`src/rtl/timer_responder.sv`:
```
// timer_responder: register-mapped down-counting timer with expiry flag, auto-reload and level irq.
// Define TIMER_PRESCALER_EN to build the PSC register and prescaler counter; otherwise it ticks every enabled cycle.
module timer_responder #(
  parameter int PSC_W = 16,
  parameter int CNT_W = 32
) (
  input  logic        clk,
  input  logic        rst,
  input  logic [11:0] addr,
  input  logic        wen,
  input  logic [31:0] wdata,
  output logic [31:0] rdata,
  output logic        irq
);

  localparam logic [9:0] A_CTRL   = 10'd0;
  localparam logic [9:0] A_LOAD   = 10'd1;
  localparam logic [9:0] A_COUNT  = 10'd2;
  localparam logic [9:0] A_STATUS = 10'd3;
  localparam logic [9:0] A_PSC    = 10'd4;

  logic [9:0]       word;
  logic             en_reg, en_next, ar_reg, ar_next, ien_reg, ien_next, exp_reg, exp_next;
  logic [CNT_W-1:0] load_reg, load_next, count_reg, count_next;
  logic             wr_ctrl, wr_load, wr_status;
  logic             tick, tick_eff, expire;
  logic [31:0]      psc_rd;
  logic             unused_addr_bits;

  assign word             = addr[11:2];
  assign unused_addr_bits = ^addr[1:0];
  assign wr_ctrl          = wen && (word == A_CTRL);
  assign wr_load          = wen && (word == A_LOAD);
  assign wr_status        = wen && (word == A_STATUS);

`ifdef TIMER_PRESCALER_EN
  logic [PSC_W-1:0] psc_reg, psc_next, psc_cnt_reg, psc_cnt_next;
  logic             wr_psc;

  assign wr_psc = wen && (word == A_PSC);
  assign tick   = en_reg && (psc_cnt_reg == psc_reg);
  assign psc_rd = 32'(psc_reg);

  always_comb begin
    psc_next     = wr_psc ? wdata[PSC_W-1:0] : psc_reg;
    psc_cnt_next = psc_cnt_reg;
    if (wr_load || tick)
      psc_cnt_next = '0;
    else if (en_reg)
      psc_cnt_next = psc_cnt_reg + PSC_W'(1);
  end

  always_ff @(posedge clk) begin
    if (!rst) begin
      psc_reg     <= '0;
      psc_cnt_reg <= '0;
    end else begin
      psc_reg     <= psc_next;
      psc_cnt_reg <= psc_cnt_next;
    end
  end
`else
  assign tick   = en_reg;
  assign psc_rd = '0;
`endif

  // A LOAD write restarts the count, so a tick landing on the same edge is dropped.
  assign tick_eff = tick && !wr_load;
  assign expire   = tick_eff && (count_reg == '0);

  always_comb begin
    en_next   = en_reg;
    ar_next   = ar_reg;
    ien_next  = ien_reg;
    load_next = load_reg;
    count_next = count_reg;
    exp_next  = exp_reg;

    if (expire && !ar_reg)
      en_next = 1'b0;
    if (wr_ctrl) begin
      en_next  = wdata[0];
      ar_next  = wdata[1];
      ien_next = wdata[2];
    end

    if (wr_load) begin
      load_next  = wdata[CNT_W-1:0];
      count_next = wdata[CNT_W-1:0];
    end else if (tick_eff) begin
      if (count_reg != '0)
        count_next = count_reg - CNT_W'(1);
      else if (ar_reg)
        count_next = load_reg;
    end

    // Clear first so a simultaneous expiry keeps the flag set.
    if (wr_status && wdata[0])
      exp_next = 1'b0;
    if (expire)
      exp_next = 1'b1;
  end

  always_ff @(posedge clk) begin
    if (!rst) begin
      en_reg    <= 1'b0;
      ar_reg    <= 1'b0;
      ien_reg   <= 1'b0;
      exp_reg   <= 1'b0;
      load_reg  <= '0;
      count_reg <= '0;
    end else begin
      en_reg    <= en_next;
      ar_reg    <= ar_next;
      ien_reg   <= ien_next;
      exp_reg   <= exp_next;
      load_reg  <= load_next;
      count_reg <= count_next;
    end
  end

  always_comb begin
    rdata = '0;
    case (word)
      A_CTRL:   rdata = {29'd0, ien_reg, ar_reg, en_reg};
      A_LOAD:   rdata = 32'(load_reg);
      A_COUNT:  rdata = 32'(count_reg);
      A_STATUS: rdata = {31'd0, exp_reg};
      A_PSC:    rdata = psc_rd;
      default:  rdata = '0;
    endcase
  end

  assign irq = exp_reg & ien_reg;

endmodule
```
`config.mk`:
```
export PLATFORM = sky130hd
export DESIGN_NAME = timer_responder
export DESIGN_NICKNAME = d
export VERILOG_FILES = /design/src/rtl/timer_responder.sv
export SDC_FILE = /design/constraint.sdc
export NUM_CORES = 1
export LEC_CHECK = 0
export CAP_MARGIN = 20
export CORE_MARGIN = 5
export CORE_UTILIZATION = 40
export DETAILED_ROUTE_END_ITERATION = 7
export PLACE_DENSITY = 0.68
export SKIP_LAST_GASP = 1
export SLEW_MARGIN = 0
export SYNTH_ARGS = -nofsm -noshare
export SYNTH_HDL_FRONTEND = slang
export SYNTH_SLANG_ARGS = --single-unit
```
`constraint.sdc`:
```
create_clock -name clk -period 6.4 [get_ports clk]
set_input_delay 0.64 -clock clk [delete_from_list [all_inputs] [get_ports clk]]
set_output_delay 0.64 -clock clk [all_outputs]
set_load 0.03 [all_outputs]
```
==> results by stage, run 1 <==
Critical path:
- The worst setup path is launched from an input pin.
- In this run the critical register-to-register path is launched from count_reg[20].
- The reg-to-reg endpoint is count_reg[26].
- Along the worst path, the maximum fanout reaches 29.
- The kind of critical path is input pin to output pin.
- The type of element capturing the critical path is an output pin.
- The worst reg2reg path depth is 7.
- The data arrival time at the worst-slack endpoint is 3.53 ns.
- For flop-to-flop paths, the worst setup slack is 3.49 ns.
- The endpoint of the most critical setup path is rdata[12].
- STA puts the critical path data required time at 5.76 ns.
- The most critical setup path has its startpoint at addr[9].

Cells and area:
- The repair_antennas step left the layout with diodes totalling 0.
- The proportion of layout cells with a drive suffix above 1 is 7.427%.
- The synthesis-to-layout area growth is 24.64%.
- The final standard cell utilization of the core is 50.52%.
- The final-stage net count is 623.
- The finished layout holds 715 standard cells, fillers aside.
- The cell area after layout is 5145 µm².

GRT:
- The initial antenna violation count is 0.
- The total overflow reported by the global router is 0.
- The pin count of the biggest net entering global routing is 64.
- The global-route wire length before repair is 20280 µm.
- The via count of the first global-routing pass is a little over 4000.
- The overall fraction of global-route tracks in use is 19.34%.

Hold path:
- The tightest min-delay check is of the register to register type.

Synthesis:
- The post-synthesis share of cell area spent on full adders, half adders and majority gates is 0.6062%.
- Of the total synthesized cell area, the portion taken by XOR and XNOR cells is 3.183%.
- By count the netlist is led by sky130_fd_sc_hd__nand2_1, sky130_fd_sc_hd__dfxtp_1, sky130_fd_sc_hd__nor2_1.
- The number of enable-type register cells in the synthesized netlist is 0.
- Synthesis produced a netlist with a net count of around 570.
- The share of flip-flops with an asynchronous set or reset is 0%.
- The synthesized area per cell is between 7 and 8 µm².
- The synthesized netlist devotes 26.80% of its cell area to simple gates.
- The mux cell area share after synthesis is 2.273%.
- Sorting the synthesized cells by area gives the leading types as sky130_fd_sc_hd__dfxtp_1, sky130_fd_sc_hd__nand2_1, sky130_fd_sc_hd__a22o_1, sky130_fd_sc_hd__a21boi_0, sky130_fd_sc_hd__nor2_1.
- Among all flip-flop cells after synthesis, the most frequent one is sky130_fd_sc_hd__dfxtp_1.
- The sequential cell area fraction in the yosys report is roughly 33%.
- The largest total area in the synthesized netlist belongs to sky130_fd_sc_hd__dfxtp_1.
- Synthesis produced ~530 cells.
- The top cell type by area accounts for around a third of the synthesized area.
- The unique cell type count in the Yosys netlist is 55.
- By area, the combinational part of the netlist is dominated by compound AO/OA/AOI/OAI gates.
- In this run, synthesis produced a sequential element count of 68.
- The most common cell in the synthesized netlist is sky130_fd_sc_hd__nand2_1.
- The yosys synthesis warning count is 0.
- The cell area that synthesis handed to floorplanning was just over 4000 µm².
- The complex-gate fraction of the synthesized area is 28.89%.

Timing:
- Setup slack on the critical path of the routed design comes to 2.225 ns.
- The hold violation count in the final report is 0.
- The worst hold slack after final layout is 0.4857 ns.
- Of the available clock period, the critical path in the final layout requires between 60% and 70%.
- Counting I/O delays and the setup requirement, the final critical path takes 4.175 ns.
- For the pin with the worst max-slew slack, the measured transition is between 1 and 1.5 ns.
- The max-slew violation count is 0.
- Measured against its own limit, the worst slew margin works out to between 30% and 40%.
- The clock arrives with 0.01410 ns of skew.
- Setup violations remaining at the end of the flow were counted as 0.
- The total negative slack is 0 ns.
- Setup repair after global routing left no endpoint under its margin.
- The top achievable clock speed is 0.2395 GHz.

Floorplan:
- In this run the core area contains 37 standard-cell rows.
- The floorplan step set the die height to about 110 µm.
- Once the floorplan was initialized, standard cells occupied 40.53% of the core.
- The placeable core region is 10180 µm².
- The die area is 12450 µm².
- The count of boundary I/O pins is 80.
- The die width is 111.6 µm.

Clocking:
- In this run, post-CTS hold repair placed 0 buffers.
- The total CTS buffers is 9.
- Clock tree synthesis selected as its root buffer the cell sky130_fd_sc_hd__clkbuf_8.
- The clock sink count is 68.
- The CTS clock-pin slew for the worst setup and hold paths is 0.08 ns.
- The clock latency reported for the late side of the worst-skew pair is 0.36 ns.
- In this run, post-CTS repair resized a total of 0 instances.
- The H-tree generated during clock tree synthesis spans 3 levels.
- The CTS tree is done.
- Counting along the longest clock path gives a buffer depth of 2.
- Buffers added to address setup during post-CTS repair amount to 0.

Pwr:
- For this design the static power due to leakage is 1.773 nW.
- The worst-case IR drop observed on VDD is between 0.09 and 0.1 mV.
- Total power for the finished layout comes to 838.1 µW.
- Power spread over the standard cell area amounts to 162.9 nW/µm².

Detailed routing:
- The antenna violation net count after detailed routing is 0.
- The wire length after detailed routing is 12040 µm.
- The via count is 4126.
- The post-detailed-route via-to-cell ratio is 5.771.
- After detailed routing, the average wire length per cell comes to 16.84 µm.
- The first-iteration detailed-routing DRC count is about 250.
- Before antenna repair, the detailed router went through 4 iterations.
- The number of design rule violations left after detail routing is 0.

Placed design:
- Once detailed placement completed, the half-perimeter wirelength came to 7882 µm.
- Before CTS, the worst setup slack after placement is between 2 and 2.5 ns.
- Including well taps, the total number of placed cells is 699.
- After detailed placement, the total cell area comes to 4943 µm².
- In this run the tool buffered the top-level ports with 77 buffer cells.
- The congestion estimate from routability-driven global placement came to about 0.83.

Status:
- The run finished with clean final reports.

Run:
- Max-cap violations in this run came to 0.
## final cells by class
cell class | count | area (µm²)
fill | 1010 | 5040
multi-input combinational | 406 | 2570
sequential | 68 | 1361
timing repair buffer | 84 | 823.3
tap | 136 | 170.2
clock buffer | 10 | 137.6
clock inverter | 6 | 63.81
inverter | 5 | 18.77
## cells in the final DEF (no fill, tap or decap), types with 10 or more instances in the layout
cell type                          n
sky130_fd_sc_hd__nand2_1          88
sky130_fd_sc_hd__clkdlybuf4s50_1  77
sky130_fd_sc_hd__dfxtp_1          68
sky130_fd_sc_hd__nor2_1           45
sky130_fd_sc_hd__a21boi_0         33
sky130_fd_sc_hd__a22o_1           29
sky130_fd_sc_hd__o21ai_0          21
sky130_fd_sc_hd__a31oi_1          14
sky130_fd_sc_hd__nand3_1          13
sky130_fd_sc_hd__nor3_1           12
sky130_fd_sc_hd__a21oi_1          11
sky130_fd_sc_hd__nand4_1          11
sky130_fd_sc_hd__xnor2_1          11
sky130_fd_sc_hd__clkbuf_8         10
## worst min path at each step
stage	from	endpoint	slack [ns]	cells past startpoint
after global placement	load_reg[7]	load_reg[7]	0.47	2
after global routing	load_reg[7]	load_reg[7]	0.51	2
after CTS	load_reg[12]	load_reg[12]	0.49	2
final	load_reg[12]	load_reg[12]	0.49	2
after detailed placement	load_reg[12]	load_reg[12]	0.48	2
after floorplan	load_reg[29]	load_reg[29]	0.45	2
## worst max-delay path: stages
cell                              delay, ns
sky130_fd_sc_hd__clkdlybuf4s50_1       0.39
sky130_fd_sc_hd__or4_1                 0.60
sky130_fd_sc_hd__or2_2                 0.40
sky130_fd_sc_hd__nor3b_2               0.20
sky130_fd_sc_hd__buf_4                 0.37
sky130_fd_sc_hd__a22o_1                0.24
sky130_fd_sc_hd__clkdlybuf4s50_1       0.69
## where the power goes
group	leakage [nW]	switching [mW]	internal, mW	total, mW
combinational	1.13	0.0153	0.0292	0.0445
sequential	0.547	0.0000811	0.423	0.423
clock	0.0983	0.181	0.190	0.371
total	1.77	0.196	0.642	0.838
## cell families after synthesis
kind of cell | after synthesis
multiplexers | 8
buffers and inverters | 51
adder cells (fa/ha/maj) | 2
flip-flops | 68
XOR/XNOR | 15
AND/OR/NAND/NOR | 220
AO/OA/AOI/OAI | 161
## layer usage
| metal | GRT usage [%] | wire, µm | vias up |
|---|---|---|---|
| met5 | 0 | 0 | - |
| li1 | - | - | 2030 |
| met4 | 5.596 | 157 | 0 |
| met2 | 32.77 | 5808 | 118 |
| met1 | 24.48 | 5352 | 1963 |
| met3 | 4.674 | 725 | 15 |
Note: power is estimated with default switching activity, not from simulation.
==> run 2, diff against run 1 <==
clock period = 4.25 ns   (was 6.4 ns; I/O delays follow)
==> results by stage, run 2 (synthesis results as in run 1) <==
Status:
- The run finished with clean final reports.

Floorplan:
- The count of boundary I/O pins is 80 (unchanged).
- The placeable core region was 10180 µm² (unchanged).
- The height of the die came to 111.6 µm (unchanged).
- The die area is 12450 µm² (unchanged).
- The die width is 111.6 µm (unchanged).
- The effective utilization at floorplan is 40.53% (unchanged).
- The number of placement rows was 37 (unchanged).

Timing:
- The hold violation count in the final report is 0 (unchanged).
- The largest clock skew in the final design is 0.01270 ns (-0.001401 ns).
- The portion of the clock cycle consumed by the worst path in the final layout is 88.29%.
- Derived from the worst setup path, the maximum achievable clock frequency is between 0.2 and 0.3 GHz.
- The total negative slack is 0 ns (unchanged).
- The worst relative slew slack is 32.57% (+2.2 points).
- The worst-margin pin slew is 1.003 ns (-0.03306 ns).
- Setup repair after global routing left no endpoint under its margin.
- The smallest clock period supported by the final layout is computed as 3.752 ns.
- The number of setup violations in the final report came to 0 (unchanged).
- The max-slew violation count is 0 (unchanged).

Clocking:
- The clock tree buffer depth is 2 (unchanged).
- The total of hold buffers inserted after clock tree synthesis is 0 (unchanged).
- The CTS tree is done.
- The quantity of gates resized following cts is 0 (unchanged).
- The total setup buffers inserted after CTS was 0 (unchanged).
- The clock tree root driver cell is sky130_fd_sc_hd__clkbuf_8.
- The clock sink count was 68 (unchanged).
- The total CTS buffers is 9 (unchanged).
- The clock latency reported for the late side of the worst-skew pair is 0.35 ns (about the same).
- The number of H-tree branching levels is 3 (unchanged).
- The CTS clock-pin slew for the worst setup and hold paths is 0.08 ns (about the same).

Pwr:
- The worst-case vdd ir drop came to 0.1222 mV (+35%).
- The power density over the cells was 244.0 nW/µm² (+50%).
- The leakage power figure is 1.777 nW (+0.23%).

Critical path:
- The worst reg2reg path depth is 7 (unchanged).
- The sort of element at the start of the critical path is an input pin.
- The kind of cell with the highest combined delay along the critical path is buffers and inverters.
- The startpoint of the worst setup timing path is addr[9].
- The required time of the critical path was 3.83 ns (-1.93 ns).
- The endpoint identified for the worst register-to-register timing path is count_reg[26].
- The top fanout value on the critical path is 29 (unchanged).
- The startpoint identified for the worst register-to-register timing path is count_reg[20].
- The worst setup path is captured at an output pin.
- Traced cell by cell, the critical path runs through clkdlybuf4s50_1 > or4_1 > or2_2 > nor3b_2 > buf_4 > a22o_1 > clkdlybuf4s50_1.
- The slowest stage of the critical path belongs to the cell sky130_fd_sc_hd__clkdlybuf4s50_1.
- The stage delay of the slowest cell on the critical path is 0.68 ns (about the same).
- The number of buffers and inverters on the critical path came to 3 (unchanged).
- The most common cell type on the critical path is sky130_fd_sc_hd__clkdlybuf4s50_1.
- The kind of critical path is input pin to output pin.
- The setup slack of the worst register-to-register path was 1.36 ns (-2.13 ns).
- The data arrival time at the worst-slack endpoint is 3.33 ns (-0.20 ns).

Detailed routing:
- The antenna violation net count after detailed routing was 0 (unchanged).
- The first-iteration detailed-routing DRC count was 219 (-11%).
- The via count is 4221 (+2.3%).
- The post-detailed-route via-to-cell ratio is 5.895 (+2.2%).
- The detailed-route wire length per cell is 17.20 µm (+2.1%).
- The wire length after detailed routing is 12310 µm (+2.2%).
- The count of TritonRoute iterations in the first routing pass is 4 (unchanged).
- The number of design rule violations left after detail routing is 0 (unchanged).

GRT:
- The initial antenna violation count is 0 (unchanged).
- The via count of the first global-routing pass is 4081 (-1.1%).
- The overall fraction of global-route tracks in use is 19.58% (+0.24 points).
- The total overflow reported by the global router is 0 (unchanged).
- The pin count of the biggest net entering global routing is 63 (-1.6%).
- The global-route wire length before repair is 20530 µm (+1.3%).

Cells and area:
- The most frequent standard cell in the layout excluding fill and tap cells is sky130_fd_sc_hd__nand2_1.
- The final-stage net count came to 624 (+0.16%).
- The final standard cell utilization of the core is 50.59% (+0.074 points).
- Leaving out fill and tap cells, the most frequent cells in the layout are sky130_fd_sc_hd__nand2_1, sky130_fd_sc_hd__clkdlybuf4s50_1, sky130_fd_sc_hd__dfxtp_1, sky130_fd_sc_hd__nor2_1, sky130_fd_sc_hd__a21boi_0.
- The number of diodes added for antenna fixing is 0 (unchanged).
- The proportion of layout cells with a drive suffix above 1 was 7.586% (+0.16 points).
- The synthesis-to-layout area growth is 24.83%.
- The cell area after layout is 5152 µm² (+0.15%).

Run:
- The number of violations of the max-capacitance limit is 0 (unchanged).

Hold path:
- In this run the most critical hold path is launched from load_reg[3].
- The worst hold path terminates at load_reg[3].
- The number of cells traversed by the worst hold path is 2 (unchanged).
- The path type of the worst min-delay path is register to register.

Placed design:
- The sum of net half-perimeters after detailed placement was 8036 µm (+1.9%).
- The final weighted congestion in routability-driven placement is 0.8273 (-0.29%).
- The placed instance area came to 4951 µm² (+0.15%).
- The port buffer count came to 77 (unchanged).
-- run 2: metal layers --
layer	wire length, µm	share of wire (%)	track usage [%]
met1	5585	45	25.59
met3	698	5.7	3.913
met5	0	0	0
met4	128	1.0	5.353
met2	5899	48	32.97
-- run 2: final cells by class --
| type | instances | area, µm² |
|---|---|---|
| clock buffers | 10 | 137.6 |
| flip-flops and latches | 68 | 1361 |
| clock inverters | 6 | 63.81 |
| well taps | 136 | 170.2 |
| multi-input cells | 406 | 2570 |
| inverters | 5 | 18.77 |
| fillers | 1013 | 5032 |
| repair buffers | 85 | 830.8 |
-- run 2: metrics by stage --
stage	instances	worst slack (ns)	hold WS, ns	power [mW]
floorplan	525	1.430	0.4516	0.6707
global placement	700	0.5290	0.4652	0.7185
detailed placement	700	0.5160	0.4758	0.7193
CTS	716	0.5002	0.4870	1.264
global route	716	0.3902	0.5090	1.295
finish	716	0.4977	0.4830	1.257
-- run 2: worst reg2reg max path: cells and delay by family, from the launching register on --
family / cells / cell delay, ns
buf+inv: 1 / 0.31
simple gates: 3 / 1.33
compound gates: 3 / 0.76
flops: 1 / 0.37
-- run 2: where the power goes --
part / internal (mW) / switching, mW
Sequential: 0.637 / 0.000124
Combinational: 0.0439 / 0.0238
Clock: 0.286 / 0.267
Total: 0.966 / 0.291
-- run 2: how the worst max path moves through the flow --
stage                      to  slack, ns  depth (start not counted)
global placement    rdata[12]       0.53                          7
global route        rdata[12]       0.39                          7
CTS                 rdata[12]       0.50                          7
floorplan           rdata[12]       1.43                          7
finish              rdata[12]       0.50                          7
detailed placement  rdata[17]       0.52                          7
==> run 3, diff against run 2 <==
SETUP_SLACK_MARGIN = 0.4   (was unset)
==> results by stage, run 3 (synthesis results as in run 1) <==
Status:
- The run finished with clean final reports.

Cells and area:
- The number of diodes added for antenna fixing is 0 (unchanged).
- The cell area after layout is 5156 µm² (about the same).
- The total of fill cells in the finished design is 1011 (-0.20%).
- The final-stage net count is 624 (unchanged).
- The most frequent standard cell in the layout excluding fill and tap cells is sky130_fd_sc_hd__nand2_1.
- The synthesis-to-layout area growth was 24.92% (about the same).
- The proportion of layout cells with a drive suffix above 1 is 7.586% (unchanged).
- The sequential standard cell area is 1361 µm² (unchanged).
- The footprint of the multi-input gates came to 2570 µm² (unchanged).
- In the layout the commonest cells are sky130_fd_sc_hd__nand2_1, sky130_fd_sc_hd__clkdlybuf4s50_1, sky130_fd_sc_hd__dfxtp_1, sky130_fd_sc_hd__nor2_1, sky130_fd_sc_hd__a21boi_0.
- The final standard cell utilization of the core is 50.63% (about the same).

Detailed routing:
- The detailed-route wire length per cell came to 17.18 µm (about the same).
- The count of TritonRoute iterations in the first routing pass came to 4 (unchanged).
- The antenna violation net count after detailed routing is 0 (unchanged).
- The number of design rule violations left after detail routing was 0 (unchanged).
- The wire length after detailed routing was 12300 µm (about the same).
- The via count came to 4180 (-0.97%).
- The first-iteration detailed-routing DRC count came to 230 (+5.0%).
- The post-detailed-route via-to-cell ratio is 5.838 (-0.97%).

Timing:
- The top achievable clock speed is 0.2719 GHz (+2.0%).
- The worst-margin pin slew is 1.037 ns (+0.03356 ns).
- The portion of the clock cycle consumed by the worst path in the final layout is 86.54% (-1.7 points).
- The total negative slack came to 0 ns (unchanged).
- The hold violation count in the final report is 0 (unchanged).
- The max-slew violation count was 0 (unchanged).
- The worst relative slew slack came to 30.32% (-2.3 points).
- The number of setup violations in the final report is 0 (unchanged).
- The final critical delay including setup and external delays is 3.678 ns (-0.07432 ns).
- Setup repair after global routing left no endpoint under its margin.
- The largest clock skew in the final design is 0.01331 ns (+0.0006066 ns).

Placed design:
- The placed instance area is 4951 µm² (unchanged).
- The sum of net half-perimeters after detailed placement is 8036 µm (unchanged).
- The final weighted congestion in routability-driven placement is 0.8273 (unchanged).
- The port buffer count came to 77 (unchanged).

Run:
- The number of violations of the max-capacitance limit came to 0 (unchanged).

Floorplan:
- The die area is 12450 µm² (unchanged).
- The effective utilization at floorplan came to 40.53% (unchanged).
- The count of boundary I/O pins is 80 (unchanged).
- The placeable core region is 10180 µm² (unchanged).
- The height of the die is 111.6 µm (unchanged).
- The die width came to 111.6 µm (unchanged).
- The number of placement rows is 37 (unchanged).

Clocking:
- CTS placed an instance of sky130_fd_sc_hd__clkbuf_8 at the clock tree root.
- The number of H-tree branching levels is 3 (unchanged).
- The clock sink count came to 68 (unchanged).
- The CTS clock-pin slew for the worst setup and hold paths is 0.07 ns (about the same).
- The total CTS buffers was 9 (unchanged).
- The clock latency reported for the late side of the worst-skew pair is 0.36 ns (about the same).
- The total setup buffers inserted after CTS is 0 (unchanged).
- TritonCTS built the clock tree.
- The clock tree buffer depth is 2 (unchanged).

Critical path:
- The data arrival time at the worst-slack endpoint is 3.25 ns (-0.08 ns).
- The top fanout value on the critical path was 29 (unchanged).
- The required time of the critical path is 3.83 ns (about the same).
- The kind of critical path is input pin to output pin.
- The worst setup path is captured at an output pin.
- The worst setup path is launched from an input pin.

GRT:
- The global-route wire length before repair was 20530 µm (unchanged).
- The via count of the first global-routing pass is 4081 (unchanged).
- The pin count of the biggest net entering global routing came to 63 (unchanged).
- The total overflow reported by the global router is 0 (unchanged).
- The overall fraction of global-route tracks in use is 19.58% (unchanged).
- The initial antenna violation count is 0 (unchanged).

Pwr:
- The power density over the cells is 243.9 nW/µm² (about the same).
- The worst-case vdd ir drop is 0.1222 mV (about the same).
- The leakage power figure is 1.778 nW (about the same).

Hold path:
- The tightest min-delay check is of the register to register type.
## run 3: changes by cell type in the layout (fill, tap and decap cells not counted)
cell | before | now
sky130_fd_sc_hd__buf_4 | 8 | 7
sky130_fd_sc_hd__buf_6 | 0 | 1
## run 3: worst paths after layout
kind            startpoint            end  slack [ns]  depth (start not counted)
max                addr[9]      rdata[12]        0.57                          7
min            load_reg[3]    load_reg[3]        0.48                          2
max reg2reg  count_reg[20]  count_reg[26]        1.36                          7
min reg2reg    load_reg[3]    load_reg[3]        0.48                          2
## run 3: through the flow
| stage | worst slack, ns | total power, mW | cells | hold slack (ns) |
|---|---|---|---|---|
| 5_1_grt | 0.4643 | 1.295 | 716 | 0.5090 |
| 3_3_place_gp | 0.5290 | 0.7185 | 700 | 0.4652 |
| 3_5_place_dp | 0.5160 | 0.7193 | 700 | 0.4758 |
| 2_1_floorplan | 1.430 | 0.6707 | 525 | 0.4516 |
| 6_report | 0.5721 | 1.258 | 716 | 0.4831 |
| 4_1_cts | 0.5002 | 1.264 | 716 | 0.4870 |
## run 3: area by class of cell
type                            count  share of cell area [%]
Multi-Input combinational cell    406                   49.84
Sequential cell                    68                   26.40
Clock inverter                      6                   1.238
Tap cell                          136                   3.300
Clock buffer                       10                   2.669
Inverter                            5                  0.3640
Timing Repair Buffer               85                   16.19
## run 3: power breakdown
part / switching, mW / total [mW] / leakage [nW] / internal (mW)
logic: 0.0240 / 0.0679 / 1.13 / 0.0439
registers: 0.000124 / 0.637 / 0.547 / 0.637
clock network: 0.267 / 0.553 / 0.0983 / 0.286
## run 3: what timing repair did
action                     in CTS  in global routing
hold buffers                    0                  0
setup endpoints to repair       0                  2
hold endpoints to repair        0                  0
resized for setup               0                  1
## run 3: critical path: stages
cell                              delay (ns)
sky130_fd_sc_hd__clkdlybuf4s50_1        0.39
sky130_fd_sc_hd__or4_1                  0.59
sky130_fd_sc_hd__or2_2                  0.39
sky130_fd_sc_hd__nor3b_2                0.22
sky130_fd_sc_hd__buf_6                  0.30
sky130_fd_sc_hd__a22o_1                 0.23
sky130_fd_sc_hd__clkdlybuf4s50_1        0.69
## run 3: metal layers
layer,part of all wire (%),track usage [%]
met1,45,25.59
met2,48,32.97
met3,5.7,3.913
met4,0.85,5.353
met5,0,0
